File: config.mk
export PLATFORM = sky130hd
export DESIGN_NAME = sin_frame_sequencer
export DESIGN_NICKNAME = d
export VERILOG_FILES = /design/src/rtl/sin_frame_sequencer.sv
export SDC_FILE = /design/constraint.sdc
export NUM_CORES = 1
export LEC_CHECK = 0
export ABC_AREA = 1
export BUFFER_PORTS_ARGS = -buffer_cell sky130_fd_sc_hd__buf_2
export CORE_MARGIN = 4
export CORE_UTILIZATION = 61
export CTS_BUF_LIST = sky130_fd_sc_hd__clkbuf_4 sky130_fd_sc_hd__clkbuf_8
export CTS_CLUSTER_SIZE = 24
export DETAILED_ROUTE_END_ITERATION = 7
export PLACE_DENSITY_LB_ADDON = 0.3
export SYNTH_ARGS = -nofsm -noshare
export SYNTH_HDL_FRONTEND = slang
export SYNTH_SLANG_ARGS = --single-unit
File: constraint.sdc
create_clock -name clk -period 3.45 [get_ports clk]
set_input_delay 0.345 -clock clk [delete_from_list [all_inputs] [get_ports clk]]
set_output_delay 0.345 -clock clk [all_outputs]
set_load 0.02 [all_outputs]
File: src/rtl/sin_frame_sequencer.sv
// Host serial frame sequencer: synchronises the host cs/clk/din pins into clk and
// steers each received bit to one shift register of a bank, then issues its latch.
module sin_frame_sequencer #(
    parameter int NREG = 4,
    parameter int SELW = 2,
    parameter int BITS = 8
) (
    input  logic            clk,
    input  logic            rst_n,
    input  logic            r_cs_n,
    input  logic            r_clk,
    input  logic            r_din,
    input  logic [SELW-1:0] r_sel,
    input  logic            err_clr,
    output logic [NREG-1:0] sr_cs,
    output logic            sr_le,
    output logic            sr_din,
    output logic            busy,
    output logic            latched,
    output logic            err_short,
    output logic            err_over,
    output logic            err_sel
);
    localparam int CW = $clog2(BITS + 1);
    localparam logic [SELW:0] NREG_W = (SELW + 1)'(NREG);
    localparam logic [CW-1:0] CNT_LAST = CW'(BITS - 1);
    localparam logic [CW-1:0] CNT_FULL = CW'(BITS);

    typedef enum logic [1:0] {S_IDLE, S_SHIFT, S_LATCH, S_WAIT} state_t;

    logic            r_cs_s1, r_cs_s2;
    logic            r_ck_s1, r_ck_s2, r_ck_d;
    logic            r_dn_s1, r_dn_s2;
    state_t          r_state, w_state_nxt;
    logic [CW-1:0]   r_cnt, w_cnt_nxt;
    logic [SELW-1:0] r_selq, w_sel_nxt;
    logic [NREG-1:0] r_sr_cs, w_cs_nxt, w_onehot;
    logic            r_sr_le, w_le_nxt;
    logic            r_sr_din, w_din_nxt;
    logic            r_busy, r_latched, w_latch_nxt;
    logic            r_err_short, r_err_over, r_err_sel;
    logic            w_set_short, w_set_over, w_set_sel;
    logic            w_edge, w_sel_ok;

    // Two-flop synchronisers; cs_n idles high so its flops reset to 1
    always_ff @(posedge clk or negedge rst_n) begin
        if (!rst_n) begin
            r_cs_s1 <= 1'b1;
            r_cs_s2 <= 1'b1;
            r_ck_s1 <= 1'b0;
            r_ck_s2 <= 1'b0;
            r_ck_d  <= 1'b0;
            r_dn_s1 <= 1'b0;
            r_dn_s2 <= 1'b0;
        end else begin
            r_cs_s1 <= r_cs_n;
            r_cs_s2 <= r_cs_s1;
            r_ck_s1 <= r_clk;
            r_ck_s2 <= r_ck_s1;
            r_ck_d  <= r_ck_s2;
            r_dn_s1 <= r_din;
            r_dn_s2 <= r_dn_s1;
        end
    end

    assign w_edge   = r_ck_s2 & ~r_ck_d;
    assign w_sel_ok = {1'b0, r_sel} < NREG_W;

    always_comb begin
        w_onehot = '0;
        for (int k = 0; k < NREG; k++) w_onehot[k] = (r_selq == SELW'(k));
    end

    always_comb begin
        w_state_nxt = r_state;
        w_cnt_nxt   = r_cnt;
        w_sel_nxt   = r_selq;
        w_cs_nxt    = '0;
        w_le_nxt    = 1'b0;
        w_din_nxt   = 1'b0;
        w_latch_nxt = 1'b0;
        w_set_short = 1'b0;
        w_set_over  = 1'b0;
        w_set_sel   = 1'b0;
        case (r_state)
            S_IDLE: begin
                if (!r_cs_s2) begin
                    if (w_sel_ok) begin
                        w_sel_nxt   = r_sel;
                        w_cnt_nxt   = '0;
                        w_state_nxt = S_SHIFT;
                    end else begin
                        w_set_sel   = 1'b1;
                        w_state_nxt = S_WAIT;
                    end
                end
            end
            S_SHIFT: begin
                // Frame end takes priority over an edge seen in the same cycle
                if (r_cs_s2) begin
                    w_set_short = (r_cnt != '0);
                    w_state_nxt = S_IDLE;
                end else if (w_edge) begin
                    w_cs_nxt  = w_onehot;
                    w_din_nxt = r_dn_s2;
                    if (r_cnt != CNT_FULL) w_cnt_nxt = r_cnt + 1'b1;
                    if (r_cnt == CNT_LAST) w_state_nxt = S_LATCH;
                end
            end
            S_LATCH: begin
                w_cs_nxt    = w_onehot;
                w_le_nxt    = 1'b1;
                w_latch_nxt = 1'b1;
                w_set_over  = w_edge;
                w_state_nxt = S_WAIT;
            end
            S_WAIT: begin
                if (r_cs_s2) w_state_nxt = S_IDLE;
                else         w_set_over  = w_edge;
            end
            default: w_state_nxt = S_IDLE;
        endcase
    end

    // Bank-facing strobes are registered so the shifters see glitch-free pulses
    always_ff @(posedge clk or negedge rst_n) begin
        if (!rst_n) begin
            r_state     <= S_IDLE;
            r_cnt       <= '0;
            r_selq      <= '0;
            r_sr_cs     <= '0;
            r_sr_le     <= 1'b0;
            r_sr_din    <= 1'b0;
            r_busy      <= 1'b0;
            r_latched   <= 1'b0;
            r_err_short <= 1'b0;
            r_err_over  <= 1'b0;
            r_err_sel   <= 1'b0;
        end else begin
            r_state     <= w_state_nxt;
            r_cnt       <= w_cnt_nxt;
            r_selq      <= w_sel_nxt;
            r_sr_cs     <= w_cs_nxt;
            r_sr_le     <= w_le_nxt;
            r_sr_din    <= w_din_nxt;
            r_busy      <= (w_state_nxt != S_IDLE);
            r_latched   <= w_latch_nxt;
            r_err_short <= w_set_short | (r_err_short & ~err_clr);
            r_err_over  <= w_set_over  | (r_err_over  & ~err_clr);
            r_err_sel   <= w_set_sel   | (r_err_sel   & ~err_clr);
        end
    end

    assign sr_cs     = r_sr_cs;
    assign sr_le     = r_sr_le;
    assign sr_din    = r_sr_din;
    assign busy      = r_busy;
    assign latched   = r_latched;
    assign err_short = r_err_short;
    assign err_over  = r_err_over;
    assign err_sel   = r_err_sel;

endmodule

Yosys cells after proc, flatten, opt, wreduce, memory -nomap -nowiden --
Cells that the tools add are included. Widths: inputs -> output; s select.
Word-level totals: output and inout bits 11, memory bits (writable) 0, logic and storage cells 68, register bits after elaboration 25, memories kept 0, input bits 8, latch bits 0, bits in read-only memories 0
Operators by class: multiply operators 0, $add $sub $neg 1, shifts and indexed selects 0, $lt $le $gt $ge 0, reductions and logical operators 7, mux-type cells 22, bitwise operators 9, div/mod/pow operators 0, equality and inequality tests 12
Operators with widths (count):
- $mux 4 | 6
- $pmux 4 s2 | 2
- $mux 2 | 5
- $eq 2x2->1 const B | 4
- $ne 2x2->1 const B | 4
- $pmux 2 s4 | 1
- $mux 1 | 7
- $reduce_and 5->1 | 1
- $add 4x1->4 const B | 1
- $and 1x1->1 | 4
- $eq 2x1->1 const B | 2
- $eq 4x3->1 const B | 1
- $logic_not 2->1 | 2
- $ne 4x4->1 const B | 1
- $reduce_bool 2->1 | 2
- $reduce_bool 4->1 | 1
- $not 1->1 | 3
- $or 1x1->1 | 2
- $pmux 1 s2 | 1
- $reduce_and 2->1 | 1

Longest topological paths before layout --
depth in word-level cells 6, gate-level depth with buffers 10, depth with buffers taken out 10

Worst setup path after synthesis --
No wires, ideal clock.
path kind register to register, start point register r_state[1], end point register r_busy, in the netlist busy, path buffers 0, setup time 0.065 ns, stages on the path, launching flop included 11, clock period less this slack 1.283 ns, required time 3.385 ns, arrival 1.218 ns, path slack 2.167 ns, cells stage by stage dfrtp_1 > inv_1 > ha_1 > inv_2 > nor2_4 > inv_1 > nand2_1 > nand2_1 > nand2_1 > nand2_1 > nand2_1
On the way: word-level cells in the longest chain between the ends 5, elaborated cells on any way between the ends 11, those cells by class 3 x eq/ne; 6 x mux; 2 x reduce/logical
RTL lines:
- start, declared | RTL line 34 | state_t r_state, w_state_nxt;
- start signal, assigned | RTL line 140 | r_state <= w_state_nxt;
- $mux 2 | RTL line 107 | if (r_cnt == CNT_LAST) w_state_nxt = S_LATCH;
- $mux 2 | RTL line 103 | end else if (w_edge) begin
- $mux 2 | RTL line 100 | if (r_cs_s2) begin
- $pmux 2 s4 (*) | RTL line 85 | case (r_state)
- $reduce_bool 2->1 (*) | RTL line 146 | r_busy <= (w_state_nxt != S_IDLE);
- end signal, assigned | RTL line 146
- end, declared | RTL line 40 | logic r_busy, r_latched, w_latch_nxt;
Mark *: on every way between the ends. The rest lies on a longest branch, timed or not. A chain may end at the register's enable or synchronous reset.

Worst setup path after layout --
start point register r_state[0], end point register r_busy, in the netlist busy
Same word-level chain as after synthesis.

==> summary.txt <==
Clock network
  – Num Clock Sinks: 25
  – CTS tree: built
  – Clock transition at the registers of the reported paths: 0.12 ns
  – H-tree Lvls: 1
  – Post-CTS Setup Bufs: 0
  – Resized cells post-CTS: 0
  – Clock Tree Root: clkbuf_4
  – CTS Buf Count: 3
  – Hold buffers post-CTS: 0
  – Clock Latency Late Sink: 0.31 ns
  – Clock buffer depth: 2

Drt
  – Drt via density: 4.87
  – ANT nets after route: 0
  – Wirelength per Cell: 11.3 um
  – DRT iter0 DRCs: 15
  – DRC: 0
  – Drt total wl: 1880 um
  – First drt pass iteration count: 4
  – Routed via count: 808

GRT
  – GRT overflow: 0
  – Via count of the first global-routing pass: 824
  – Total track usage: 0.177
  – First-pass GRT wire length: 3420 um
  – Initial antenna violation count: 0
  – Largest net degree at the start of global routing: 26

Timing
  – Peak Freq: 642 MHz
  – Final hold viol count: 23
  – Pins Over Slew Limit: 0
  – Clock period minus worst slack: 1.56 ns
  – Worst-margin pin slew: 0.512 ns
  – RSZ-0062 raised after global routing: false
  – Final Skew: 0.00566 ns
  – Slew HR: 0.659
  – Hold WS: -0.00785 ns
  – Setup TNS: 0 ns
  – Final worst path period share: 0.451
  – Final Setup Violations: 0

Power and ir drop
  – Switching share of power: 0.411
  – Int Pwr: 549 uW
  – Power Density: 747 nW/um2
  – Net switching power: 384 uW
  – Clock power frac: 0.141
  – P_leak: 0.000680 uW
  – Reg power frac: 0.436
  – Maximum VDD drop: 0.000484 V
  – Combinational share of power: 0.424

Synth
  – Register area share after synthesis: 0.569
  – Number of synthesized flops with an enable pin: 0
  – Post-synthesis area per instance: 9.21 um2
  – Most used DFF post-synth: dfrtp_1
  – Yosys cell types: 20
  – Area leader, netlist: dfrtp_1
  – Yosys warnings: 0
  – Mapped Nets: 135
  – Yosys reg bits: 25
  – Async set or reset register ratio after synthesis: 1.00
  – Area contributors post-synth: dfrtp_1, nand2_1, ha_1, inv_1, dfstp_2
  – Post-Synthesis Cells: 120
  – Post-Syn Area: 1100 um2
  – Synth top area share: 0.521

Critical path
  – Worst-path fanout max: 5
  – R2R Setup Slk: 1.89 ns
  – Startpoint Class: register
  – Critical path class: register to register
  – Critical Path RT: 3.66 ns
  – CP endpoint kind: register
  – Crit path arrival time: 1.77 ns

Placement
  – I/O Buffers: 18
  – Detailed placer's ending HPWL: 1400 um
  – Gpl congestion: 0.889
  – Inst Count DP: 162
  – Placed inst area: 1220 um2

Die
  – Die area: 2560 um2
  – # IOs: 19
  – DIE WIDTH: 50.6 um
  – Area of the core: 1730 um2
  – Initial Util: 0.640
  – Rows: 15
  – Height of the die: 50.6 um

Status
  – Status: finished with violations
  – Failing checks: hold timing

Final layout
  – Non-filler cells in the finished layout: 166
  – # fillers: 135
  – Layout area overhead: 13.0%
  – Post-layout util: 0.723
  – Storage cell area: 628 um2
  – Final nets: 157
  – Design Area, Final: 1250 um2
  – Share of cells above drive strength 1: 0.213
  – Multi-input logic area: 379 um2
  – Ant diodes: 0

Worst hold path
  – Hold Path Class: primary input to asynchronous set/reset pin

Run
  – Max Cap Viol: 0
[registers in the layout (all words and copies together), names as in the netlist, 2 cells and up]
register,flops
r_state,2
r_selq,2
r_cnt,4
sr_cs,4
[critical path, cell delays in order (launching register included)]
cell and delay, ns:
dfrtp_1 0.43, inv_1 0.10, ha_1 0.28, nor2_1 0.20, a21oi_1 0.08, or2_0 0.22, nand2_1 0.10, nand2_1 0.06
[path summary, 6_finish.rpt]
check	start	endpoint	cells after the start
min in group clk	r_cs_n	r_cs_s1	1
max in group asynchronous	rst_n	r_cs_s2	1
max	r_state[0]	busy	7
max reg2reg	r_state[0]	busy	7
min	rst_n	sr_cs[0]	1
min reg2reg	r_cs_s1	r_cs_s2	0
[power groups by stage]
stage / Sequential, uW / Clock, uW / Combinational (uW)
after detailed placement: 411 / 0 / 391
after global routing: 415 / 149 / 456
after global placement: 407 / 0 / 373
after CTS: 406 / 136 / 398
final: 407 / 131 / 395
after floorplan: 438 / 0 / 265
[layer usage]
metal / global-route usage / vias up / wire length, um / share of wire
met5: 0 / - / 0 / 0
met4: 0.0897 / 0 / 54 / 0.029
li1: - / 404 / - / -
met2: 0.309 / 17 / 938 / 0.50
met3: 0.0386 / 9 / 67 / 0.036
met1: 0.202 / 378 / 816 / 0.43
[synth_stat cells (2+ instances only)]
library cell,count
inv_1,22
o21ai_0,8
dfstp_2,2
nor3_1,2
nand3_1,3
dfrtp_1,23
nor2_1,11
nand2_1,29
inv_2,2
ha_1,7
a21oi_1,2
[layout by cell type, fill, tap and decap left out, types with 3 or more instances in the layout]
cell type / netlist / routed
ha_1: 7 / 7
buf_2: 0 / 18
inv_1: 22 / 22
nand3_1: 3 / 3
o21ai_0: 8 / 8
nand2_1: 29 / 29
clkbuf_4: 0 / 4
dfrtp_1: 23 / 23
nor2_1: 11 / 11
[area by class of cell]
cell class                      count  share of cell area
Timing Repair Buffer               18              0.0721
Tap cell                           25              0.0251
Inverter                           24              0.0721
Multi-Input combinational cell     70               0.304
Clock buffer                        4              0.0240
Sequential cell                    25               0.503
[per-stage QoR]
stage	setup slack, ns	total power (uW)
floorplan	2.17	703
global placement	2.07	780
detailed placement	1.98	802
CTS	1.93	939
global route	1.82	1020
finish	1.89	933
[logic make-up (layout without fill, tap and decap cells)]
group | after synthesis | after routing | synth area share
AO/OA/AOI/OAI | 13 | 13 | 0.0702
buffers and inverters | 25 | 46 | 0.0883
adder cells (fa/ha/maj) | 7 | 7 | 0.0793
AND/OR/NAND/NOR | 49 | 49 | 0.186
XOR/XNOR | 1 | 1 | 0.00793
flip-flops | 25 | 25 | 0.569
No activity file was read; power rests on OpenSTA's default activity.
